File: src/rtl/ring_phase_monitor_pkg.sv
// rtl/ring_phase_monitor_pkg.sv - shared state encoding and ring helpers for ring_phase_monitor
// Purpose: FSM state constants plus width-generic SEED, successor and one-hot
//          legality helpers. Vectors are carried zero-extended to MAX_W bits so
//          one set of functions serves every WIDTH up to MAX_W.
// Ports:   none (package)
package ring_phase_monitor_pkg;

  localparam int MAX_W = 32;

  localparam logic [1:0] ST_HUNT   = 2'd0;
  localparam logic [1:0] ST_CHECK  = 2'd1;
  localparam logic [1:0] ST_LOCKED = 2'd2;
  localparam logic [1:0] ST_FAULT  = 2'd3;

  localparam logic [MAX_W-1:0] ONE_V = MAX_W'(1);

  // Vector the ring loads on its own reset: only the MSB of a w-wide ring set.
  function automatic logic [MAX_W-1:0] seed_vec(input int w);
    logic [MAX_W-1:0] r;
    r = '0;
    r[w-1] = 1'b1;
    return r;
  endfunction

  // Right rotation within a w-wide ring; bits at and above w must be zero.
  function automatic logic [MAX_W-1:0] succ_vec(input logic [MAX_W-1:0] v, input int w);
    logic [MAX_W-1:0] r;
    r = v >> 1;
    r[w-1] = v[0];
    return r;
  endfunction

  // Exactly one bit set: non-zero and clearing the lowest set bit leaves zero.
  function automatic logic onehot_legal(input logic [MAX_W-1:0] v);
    return (v != '0) && ((v & (v - ONE_V)) == '0);
  endfunction

endpackage

File: src/rtl/ring_phase_monitor_onehot_decode.sv
// rtl/ring_phase_monitor_onehot_decode.sv - combinational one-hot legality check and index encoder
// Purpose: flags whether vec is a legal one-hot and encodes the hot bit position.
// Ports:   vec   - phase vector under test
//          legal - exactly one bit of vec is set
//          idx   - binary index of the hot bit (meaningful only when legal)
module ring_phase_monitor_onehot_decode
  import ring_phase_monitor_pkg::*;
#(
  parameter int WIDTH = 4,
  parameter int IDX_W = 2
) (
  input  logic [WIDTH-1:0] vec,
  output logic             legal,
  output logic [IDX_W-1:0] idx
);

  // Each index bit is the OR of every input position whose index has that bit
  // set; no priority chain, since only legal (single-hot) inputs are used.
  always_comb begin
    idx = '0;
    for (int i = 0; i < WIDTH; i++) begin
      for (int b = 0; b < IDX_W; b++) begin
        if (((i >> b) & 1) != 0) begin
          idx[b] = idx[b] | vec[i];
        end
      end
    end
    legal = onehot_legal(MAX_W'(vec));
  end

endmodule

File: src/rtl/ring_phase_monitor.sv
// rtl/ring_phase_monitor.sv - one-hot ring-counter phase checker with lock, rotation and fault tracking
// Purpose: validates a one-hot ring phase bus sampled on cp, decodes the phase
//          index, locks after LOCK_COUNT correct successor steps, counts
//          rotations while locked and flags/counts ordering or encoding faults.
// Ports:   cp           - clock, all logic on rising edge
//          reset        - synchronous active-low reset
//          in_valid     - ring_in carries a sample this cycle
//          ring_in      - phase vector from the ring counter
//          clear_err    - clears err_sticky and err_count
//          phase_idx    - index of the hot bit of the last legal sample
//          phase_valid  - last accepted sample was legal
//          locked       - monitor is in LOCKED
//          err_pulse    - one-cycle fault indication while locked
//          err_sticky   - held fault flag until clear_err
//          err_count    - saturating fault count
//          rot_count    - wrapping count of completed rotations while locked
//          resync_pulse - one-cycle pulse on a legal reseed while locked
module ring_phase_monitor
  import ring_phase_monitor_pkg::*;
#(
  parameter int WIDTH      = 4,
  parameter int LOCK_COUNT = 4,
  parameter int ERR_W      = 8,
  parameter int ROT_W      = 16
) (
  input  logic                     cp,
  input  logic                     reset,
  input  logic                     in_valid,
  input  logic [WIDTH-1:0]         ring_in,
  input  logic                     clear_err,
  output logic [$clog2(WIDTH)-1:0] phase_idx,
  output logic                     phase_valid,
  output logic                     locked,
  output logic                     err_pulse,
  output logic                     err_sticky,
  output logic [ERR_W-1:0]         err_count,
  output logic [ROT_W-1:0]         rot_count,
  output logic                     resync_pulse
);

  localparam int IDX_W = $clog2(WIDTH);
  localparam int GC_W  = $clog2(LOCK_COUNT + 1);

  logic [1:0]       state;
  logic [WIDTH-1:0] ref_q;
  logic [GC_W-1:0]  good_cnt;

  logic             dec_legal;
  logic [IDX_W-1:0] dec_idx;
  logic             is_succ;
  logic             is_seed;
  logic             is_stall;

  ring_phase_monitor_onehot_decode #(
    .WIDTH (WIDTH),
    .IDX_W (IDX_W)
  ) u_decode (
    .vec   (ring_in),
    .legal (dec_legal),
    .idx   (dec_idx)
  );

  always_comb begin
    is_succ  = (MAX_W'(ring_in) == succ_vec(MAX_W'(ref_q), WIDTH));
    is_seed  = (MAX_W'(ring_in) == seed_vec(WIDTH));
    // A repeated sample is a stall; it must fault even when it equals SEED
    // (the only way a reseed could look legal for WIDTH=2).
    is_stall = (ring_in == ref_q);
  end

  assign locked = (state == ST_LOCKED);

  always_ff @(posedge cp) begin
    if (!reset) begin
      state        <= ST_HUNT;
      ref_q        <= '0;
      good_cnt     <= '0;
      phase_idx    <= '0;
      phase_valid  <= 1'b0;
      err_pulse    <= 1'b0;
      err_sticky   <= 1'b0;
      err_count    <= '0;
      rot_count    <= '0;
      resync_pulse <= 1'b0;
    end else begin
      err_pulse    <= 1'b0;
      resync_pulse <= 1'b0;

      // A fault in the same cycle overrides these below.
      if (clear_err) begin
        err_sticky <= 1'b0;
        err_count  <= '0;
      end

      if (state == ST_FAULT) begin
        // Recovery cycle: the sample presented now is deliberately ignored.
        state <= ST_HUNT;
      end else if (in_valid) begin
        if (dec_legal) begin
          ref_q       <= ring_in;
          phase_idx   <= dec_idx;
          phase_valid <= 1'b1;
        end else begin
          ref_q       <= '0;
          phase_valid <= 1'b0;
        end

        case (state)
          ST_HUNT: begin
            if (dec_legal) begin
              state    <= ST_CHECK;
              good_cnt <= '0;
            end
          end

          ST_CHECK: begin
            if (!dec_legal) begin
              state <= ST_HUNT;
            end else if (is_succ) begin
              if (good_cnt == GC_W'(LOCK_COUNT - 1)) begin
                state    <= ST_LOCKED;
                good_cnt <= '0;
              end else begin
                good_cnt <= good_cnt + GC_W'(1);
              end
            end else begin
              // Reseed or any other out-of-order legal sample restarts the run.
              good_cnt <= '0;
            end
          end

          ST_LOCKED: begin
            if (dec_legal && is_succ) begin
              if (is_seed) begin
                rot_count <= rot_count + ROT_W'(1);
              end
            end else if (dec_legal && is_seed && !is_stall) begin
              resync_pulse <= 1'b1;
            end else begin
              state      <= ST_FAULT;
              err_pulse  <= 1'b1;
              err_sticky <= 1'b1;
              if (clear_err) begin
                err_count <= ERR_W'(1);
              end else if (err_count != '1) begin
                err_count <= err_count + ERR_W'(1);
              end
            end
          end

          default: state <= ST_HUNT;
        endcase
      end
    end
  end

endmodule
File: config.mk
export PLATFORM = sky130hd
export DESIGN_NAME = ring_phase_monitor
export DESIGN_NICKNAME = d
export VERILOG_FILES = /design/src/rtl/ring_phase_monitor_pkg.sv /design/src/rtl/ring_phase_monitor_onehot_decode.sv /design/src/rtl/ring_phase_monitor.sv
export SDC_FILE = /design/constraint.sdc
export NUM_CORES = 1
export LEC_CHECK = 0
export BUFFER_PORTS_ARGS = -buffer_cell sky130_fd_sc_hd__buf_2
export CORE_MARGIN = 3
export CORE_UTILIZATION = 54
export DETAILED_ROUTE_END_ITERATION = 8
export GPL_ROUTABILITY_DRIVEN = 0
export GPL_TIMING_DRIVEN = 0
export PLACE_DENSITY = 0.75
export SYNTH_ARGS = -nofsm -noshare
export SYNTH_HDL_FRONTEND = slang
export SYNTH_HIERARCHICAL = 1
export SYNTH_SLANG_ARGS = --single-unit
File: constraint.sdc
create_clock -name cp -period 3 [get_ports cp]
set_input_delay 0.6 -clock cp [delete_from_list [all_inputs] [get_ports cp]]
set_output_delay 0.6 -clock cp [all_outputs]
set_load 0.02 [all_outputs]
**After elaboration in Yosys (flattened, before gate mapping)**

Cells that the tools add are included.

- Bits of input ports: 8
- Register bits: 39

- Bitwise operators: 7
- Reduce and logical (&&, ||, !) cells: 16
- Equality and inequality tests: 14
- Muxes and demuxes: 30
- Add/sub/neg operators: 4

Operators with widths:

| kind | number |
|---|---|
| 8-bit two-way mux | 8 |
| 4-bit by 32-bit bitwise AND with 32-bit output | 1 |
| 32-bit logical NOT | 1 |
| 16-bit by 1-bit adder with 16-bit output, second input constant | 1 |
| 2-bit two-way mux | 6 |
| 3-bit two-way mux | 4 |
| 5-bit AND reduction | 2 |
| 1-bit two-way mux | 9 |
| 8-bit by 1-bit adder with 8-bit output, second input constant | 1 |
| 4-bit equality test | 2 |
| 2-bit != test, second input constant | 4 |
| 8-bit != test, second input constant | 1 |
| 3-bit != test, second input constant | 2 |
| 2-bit case mux with 3 select lines | 1 |
| 3-bit case mux with 2 select lines | 1 |
| 6-bit AND reduction | 1 |
| 5-bit OR reduction | 1 |
| 4-bit by 1-bit subtractor with 5-bit output, second input constant | 1 |
| 2-bit equality test, second input constant | 2 |
| 4-bit equality test, second input constant | 1 |
| 1-bit logical AND | 4 |
| 4-bit two-way mux | 1 |
| 1-bit inverter | 4 |
| 4-bit nonzero test | 1 |
| 10 further kinds | 11 |

**Longest topological paths before layout**

Gate-level depths: netlist of run 1.

- Depth in word-level cells: 11
- Depth in mapped cells: 8
- Gate-level depth less buffers: 7

**Modules after synthesis**

Netlist of run 1, hierarchy kept.

By module, submodules not included:

| module | times used | area each (sq um) | cells an instance |
|---|---|---|---|
| ring_phase_monitor | 1 | 1,911.8 | 228 |
| ring_phase_monitor_onehot_decode | 1 | 53.8 | 6 |

**Worst setup path before layout of run 1**

No wires, ideal clock.

- Path kind: input -> register
- Start: input ring_in[2]
- End: register rot_count[13]
- Library setup time: 0.071 ns
- Data arrival time: 2.745 ns
- Stages: 8
- Slack: 0.185 ns
- Data required time: 2.929 ns
- Cells stage by stage: or4b_2 > o211ai_2 > nand2_1 > nor3_4 > nand4_1 > buf_2 > or4_1 > a21oi_1

- Cells in the longest elaborated chain, start to end: 6
- Elaborated cells between the ends (all ways): 9
- Classes of those cells: 1 x add/sub; 2 x eq/ne; 1 x bitwise; 5 x reduce/logical

RTL lines:

| what | RTL line | RTL |
|---|---|---|
| from (decl) | ring_phase_monitor.sv:29 | `input logic [WIDTH-1:0] ring_in,` |
| 4-bit by 1-bit subtractor with 5-bit output | ring_phase_monitor_pkg.sv:35 | `return (v != '0) && ((v & (v - ONE_V)) == '0);` |
| 4-bit by 32-bit bitwise AND with 32-bit output | ring_phase_monitor_pkg.sv:35 |  |
| 32-bit logical NOT | ring_phase_monitor_pkg.sv:35 |  |
| 1-bit logical AND (*) | ring_phase_monitor_pkg.sv:35 |  |
| via dec_legal | ring_phase_monitor.sv:48 | `logic dec_legal;` |
| 1-bit logical AND (*) | ring_phase_monitor.sv:133 | `if (dec_legal && is_succ) begin` |
| 5-bit AND reduction (no source line) (*) | - |  |
| to (signal assigned) | ring_phase_monitor.sv:135 | `rot_count <= rot_count + ROT_W'(1);` |
| to (decl) | ring_phase_monitor.sv:37 | `output logic [ROT_W-1:0] rot_count,` |

Mark *: on every way through the listed nets, which the timed path passes. The rest lies on a longest branch.
A chain may end at the register's enable or synchronous reset.

**Worst setup path after layout of run 1**

- Start: input ring_in[3]
- End: register rot_count[13]

Same word-level chain as after synthesis.

==> results of run 1 <==
## stage by stage
| step | setup TNS [ns] | instance area (um2) | power (W) |
|---|---|---|---|
| 2_1_floorplan | 0 | 1970 | 0.000580 |
| 3_5_place_dp | -0.351 | 2210 | 0.000604 |
| 6_report | 0 | 2290 | 0.000910 |
| 3_3_place_gp | -0.269 | 2210 | 0.000603 |
| 4_1_cts | 0 | 2290 | 0.000921 |
| 5_1_grt | 0 | 2290 | 0.000945 |
## state kept, by name, summed over array words and instances (netlist names)
signal        count
ref_q             4
phase_idx         2
good_cnt          3
state             2
err_count         8
resync_pulse      1
phase_valid       1
rot_count        16
err_pulse         1
err_sticky        1
## cells by family (layout without fill, tap and decap cells)
group	Yosys count	in the layout	synth area share [%]
AO/OA/AOI/OAI	54	54	17.6
XOR/XNOR	14	14	6.24
adder cells (fa/ha/maj)	3	3	1.91
buffers and inverters	15	61	2.99
flip-flops	39	39	39.7
multiplexers	2	2	1.02
AND/OR/NAND/NOR	107	107	30.5
## metal layers
layer  global-route usage [%]  vias to the layer above  routed length [um]
li1                         -                      954                   -
met1                     27.0                      860                1980
met2                     33.6                       34                1990
met3                     6.12                        5                 181
met4                     7.61                        0                  62
met5                        0                        -                   0
## worst max-delay path, cell delays in order
cell	delay (ns)
buf_2	0.15
or4b_2	0.69
o211ai_2	0.15
nand2_1	0.16
nor3_4	0.33
nand4_1	0.17
buf_2	0.20
or4_1	0.50
a21oi_1	0.14
## report_power, final
group | leakage, nW | switching, W | internal [W]
registers | 0.315 | 0.00000379 | 0.000522
clock network | 0.0375 | 0.000181 | 0.000137
logic | 0.587 | 0.0000440 | 0.0000228
## placed cells by master (no fill, tap or decap), types with 2 or more instances in the layout
cell type / n
clkbuf_1: 8
xor2_1: 8
a21oi_1: 23
dfxtp_1: 39
nor2_1: 13
or4b_2: 2
nand2_1: 30
or4_1: 7
or2_1: 2
mux2i_1: 2
nand4_1: 8
nand3_1: 15
xnor2_1: 6
a41o_1: 2
and4_1: 2
nand3b_1: 3
o21a_1: 2
buf_2: 40
clkbuf_4: 5
ha_1: 3
nor2b_1: 2
nor3_1: 3
a31oi_1: 3
or3_1: 5
and3_1: 3
clkbuf_8: 2
o31ai_1: 6
o21ai_0: 10
nand2b_1: 3
inv_1: 5
## cell type report
type | count | area [um2]
Clock buffer | 7 | 65.1
Fill cell | 314 | 1130
Inverter | 5 | 18.8
Tap cell | 46 | 57.6
Clock inverter | 1 | 7.51
Timing Repair Buffer | 38 | 190
Sequential cell | 39 | 781
Multi-Input combinational cell | 180 | 1130
Buffer | 10 | 40.0
## path summary, 6_finish.rpt
check / from / endpoint / slack [ns] / depth (start not counted)
setup reg to reg: ref_q[3] / rot_count[14] / 0.84 / 6
hold / removal: good_cnt[2] / good_cnt[2] / 0.46 / 1
setup / recovery: ring_in[3] / rot_count[13] / 0.19 / 9
hold reg to reg: good_cnt[2] / good_cnt[2] / 0.46 / 1
==> key figures, run 1 <==
CTS
  – Post-cts hold buffer count: 0
  – Reg clk slew, reported paths: 0.12 ns
  – Post-CTS setup buffers: 0
  – Sink Count: 39
  – H-Tree Depth: 2
  – Clock Latency Late Sink: 0.36 ns
  – Clock root buffer: clkbuf_4
  – CTS buffer count: 5
  – CTS Buffer Depth: 2
  – CTS tree: built
  – PostCTS Resize Cnt: 0

Drt
  – Final wirelength: 4220 um
  – DRC: 0
  – Via/cell ratio: 5.68
  – Average routed wire per standard cell: 12.9 um
  – Via count of the routed design: 1,853
  – DR pass1 iterations: 4
  – Post-route ant nets: 0
  – Initial DRC count: 92

Power and ir drop
  – Worst VDD drop: 0.287 mV
  – Pleak: 0.939 nW
  – PD cells: 398 nW/um2

Setup path
  – CP required: 3.30 ns
  – Startpoint types: input port
  – Critical Path Fanout Max: 10
  – Crit Path Category: in -> reg
  – Worst EP arrival: 3.10 ns
  – Worst Setup End Kind: flop

Placement
  – Pre-CTS WS: -0.161 ns
  – Dpl cells: 318
  – Detailed placement HPWL: 3090 um
  – Buffers on Ports: 38

Synth
  – Synth area leader: dfxtp_1
  – Avg Inst Size Synth: 8.40 um2
  – Seq/Total Area, Yosys: 39.7%
  – Syn nets: 245
  – Post-synthesis cell type count: 45
  – Post-synthesis instance area: 1970 um2
  – EDFF count, synth: 0
  – Most instantiated library cell after synthesis: dfxtp_1
  – Top cells by area, synth: dfxtp_1 (40%), a21oi_1 (5.9%), nand2_1 (5.7%)
  – Dominant synthesized flop cell: dfxtp_1
  – Post-synth ARST share: 0%
  – Synthesized flop and latch total: 39
  – Commonest cells in the netlist: dfxtp_1 (39), nand2_1 (30), a21oi_1 (23), nand3_1 (15), nor2_1 (13)
  – Share of the synthesized area in the top cell type: 39.7%
  – Yosys warning count: 6
  – Mapped Cells: 234

STA
  – WHS: 0.456 ns
  – Worst Skew: 0.0123 ns
  – RSZ-0062 raised after global routing: no
  – Max-slew headroom: 63.4%
  – Max Fclk: 0.356 GHz
  – Final worst slack: 0.195 ns
  – Worst Tran Pin Value: 0.550 ns
  – Final hold violation count: 0
  – Fin crit period: 2.81 ns
  – Final setup vio count: 0
  – Pins Over Slew Limit: 0
  – Final clock period utilization by the worst path: 93.5%

GRT
  – First-pass GRT wire length: 7160 um
  – Initial antenna violation count: 0
  – GRT Total Usage: 21.1%
  – Largest net degree at the start of global routing: 13
  – GRT overflow: 0
  – Vias in the first global route: 1,597

Floorplanning
  – Initial Util: 57.5%
  – I/O pin cnt: 39
  – Die area: 4400 um2
  – DIE WIDTH: 66.3 um
  – Die H: 66.3 um
  – Row Count: 21
  – Core ar.: 3420 um2

Run
  – Max-cap viol count: 0

Layout
  – Nets@finish: 290
  – Area delta synth->final: 16.3%
  – ANT cells: 0
  – Layout cells sized above 1: 20.4%
  – Utilization after layout: 66.9%
  – Non-filler cells, final: 326

Outcome
  – Outcome: completed

Hold path
  – Hold WC Path Type: reg -> reg
(Power assumes the default switching activity.)
==> run 2: changes to the inputs <==
--- a/config.mk
+++ b/config.mk
@@ -11,8 +11,8 @@
 export DETAILED_ROUTE_END_ITERATION = 8
 export GPL_ROUTABILITY_DRIVEN = 0
 export GPL_TIMING_DRIVEN = 0
-export PLACE_DENSITY = 0.75
+export PLACE_DENSITY = 0.76
+export RECOVER_POWER = 50
 export SYNTH_ARGS = -nofsm -noshare
 export SYNTH_HDL_FRONTEND = slang
-export SYNTH_HIERARCHICAL = 1
 export SYNTH_SLANG_ARGS = --single-unit
==> run 2 against run 1 <==
Synthesized cell count fell by 6.0%; sequential power about the same; combinational power fell by 7.0%; largest power group unchanged.
==> key figures, run 2 <==
Synth
  – Most instantiated library cell after synthesis: dfxtp_1
  – Commonest cells in the netlist: dfxtp_1 (39), nand2_1 (25), nor2_1 (25), xnor2_1 (19), a21oi_1 (13)
  – Syn nets: 231
  – Yosys warning count: 0
  – Mapped Cells: 220
  – Synth area leader: dfxtp_1
  – Seq/Total Area, Yosys: 40.3%
  – Synthesized flop and latch total: 39
  – Dominant synthesized flop cell: dfxtp_1
  – Avg Inst Size Synth: 8.80 um2
  – Post-synthesis cell type count: 45
  – EDFF count, synth: 0
  – Top cells by area, synth: dfxtp_1 (40%), xnor2_1 (8.6%), nand2_1 (4.8%)
  – Share of the synthesized area in the top cell type: 40.3%
  – Post-synthesis instance area: 1940 um2
  – Post-synth ARST share: 0%

STA
  – Worst Skew: 0.0107 ns
  – RSZ-0062 raised after global routing: no
  – Worst Tran Pin Value: 0.612 ns
  – Fin crit period: 2.13 ns
  – Pins Over Slew Limit: 0
  – Final setup vio count: 0
  – Final clock period utilization by the worst path: 70.9%
  – Final hold violation count: 0
  – Max Fclk: 0.470 GHz
  – Max-slew headroom: 59.0%
  – Total Neg Setup Slack: 0 ns

Floorplanning
  – Row Count: 21
  – Core ar.: 3390 um2
  – I/O pin cnt: 39
  – DIE WIDTH: 65.9 um
  – Initial Util: 57.1%
  – Die H: 65.9 um
  – Die area: 4340 um2

Setup path
  – Worst-case reg-to-reg path depth: 6
  – R2R setup slack: 1.08 ns
  – Worst reg2reg startpoint: ref_q[1]
  – Worst EP arrival: 2.45 ns
  – Startpoint types: input port
  – Crit Path Category: in -> reg
  – R2r endpoint: state[1]
  – Worst Setup End Kind: flop
  – CP required: 3.32 ns
  – Critical Path Fanout Max: 10

Placement
  – DP Area: 2180 um2
  – Buffers on Ports: 37
  – Detailed placement HPWL: 3000 um
  – Dpl cells: 303

Layout
  – Largest Register: rot_count
  – Most common cell after layout, fill and taps aside: dfxtp_1
  – Biggest registers after layout: rot_count x16, err_count x8, ref_q x4
  – Most frequent cells in the layout: dfxtp_1 (39), clkbuf_1 (35), nor2_1 (25), nand2_1 (25), xnor2_1 (19)
  – Utilization after layout: 65.7%
  – Register Area: 781 um2
  – Multi-input combinational cell area: 1100 um2
  – Fill cells: 313
  – Non-Filler Cell Area, Final: 2230 um2
  – Non-filler cells, final: 311
  – Nets@finish: 275
  – ANT cells: 0
  – Area delta synth->final: 15.0%
  – Layout cells sized above 1: 11.3%
  – Max FFs per register: 16

Hold path
  – WHS Path Cells: 2
  – Hold path endpoint: good_cnt[2]
  – Hold WC Path Type: reg -> reg
  – Worst Min Path Start: good_cnt[2]

Drt
  – Average routed wire per standard cell: 13.3 um
  – Via/cell ratio: 5.42
  – DR pass1 iterations: 4
  – Final wirelength: 4140 um
  – Initial DRC count: 103
  – Post-route ant nets: 0
  – Via count of the routed design: 1,687
  – DRC: 0

CTS
  – Sink Count: 39
  – Post-cts hold buffer count: 0
  – Reg clk slew, reported paths: 0.12 ns
  – CTS tree: built
  – CTS buffer count: 5
  – Clock root buffer: clkbuf_4
  – Clock Latency Late Sink: 0.37 ns
  – CTS Buffer Depth: 2
  – PostCTS Resize Cnt: 0
  – H-Tree Depth: 2
  – Post-CTS setup buffers: 0

Run
  – Max-cap viol count: 0

GRT
  – GRT overflow: 0
  – GRT Total Usage: 21.0%
  – Initial antenna violation count: 0
  – First-pass GRT wire length: 6980 um
  – Largest net degree at the start of global routing: 13
  – Vias in the first global route: 1,565

Power and ir drop
  – Pleak: 0.716 nW
  – Worst VDD drop: 0.274 mV
  – Total power: 0.000968 W
  – PD cells: 435 nW/um2

Outcome
  – Outcome: completed
==> run 2: power by group <==
group          switching (W)   total, W  internal, W  leakage [nW]
clock               0.000184   0.000381     0.000197        0.0482
sequential        0.00000311   0.000525     0.000522         0.315
combinational      0.0000418  0.0000620    0.0000202         0.353
total               0.000229   0.000968     0.000739         0.716
==> run 2: cell type report <==
type                    count  area share, %
well taps                  46           2.58
repair buffers             37           6.57
multi-input cells         166           49.3
plain buffers               7           1.29
clock inverters             2           1.57
inverters                   8           1.35
clock buffers               6           2.30
flip-flops and latches     39           35.1
==> run 2: layer usage <==
metal	routed length (um)	up-vias	global-route usage [%]	part of all wire, %
met5	0	-	0	0
met4	61	0	11.7	1.5
met3	245	8	4.08	5.9
met2	1960	36	34.0	47
met1	1880	778	25.8	45
li1	-	865	-	-
==> run 2: worst max-delay path, stage by stage <==
cell,delay [ns]
clkbuf_1,0.31
xnor2_1,0.18
nand4_1,0.27
buf_2,0.30
nor3b_1,0.36
nor4b_1,0.29
o21a_1,0.14
==> run 2: logic make-up after synthesis <==
| logic type | after synthesis | synth area share [%] |
|---|---|---|
| flip-flops | 39 | 40.3 |
| buffers and inverters | 15 | 3.04 |
| XOR/XNOR | 21 | 9.50 |
| adder cells (fa/ha/maj) | 3 | 1.94 |
| multiplexers | 1 | 0.517 |
| AO/OA/AOI/OAI | 35 | 12.1 |
| AND/OR/NAND/NOR | 106 | 32.6 |
==> run 2: worst max-delay path by stage <==
| stage | startpoint | end | depth (start not counted) |
|---|---|---|---|
| 2_1_floorplan | ring_in[1] | state[1] | 7 |
| 3_3_place_gp | ring_in[0] | state[1] | 7 |
| 3_5_place_dp | ring_in[0] | state[0] | 6 |
| 4_1_cts | ring_in[0] | state[1] | 7 |
| 5_1_grt | ring_in[0] | state[1] | 7 |
| 6_report | ring_in[0] | state[1] | 7 |
==> run 2: through the flow <==
step / hold WS (ns) / setup slack [ns]
floorplan: 0.407 / 0.989
global placement: 0.415 / 0.744
detailed placement: 0.423 / 0.726
CTS: 0.439 / 1.05
global route: 0.465 / 0.682
finish: 0.439 / 0.874
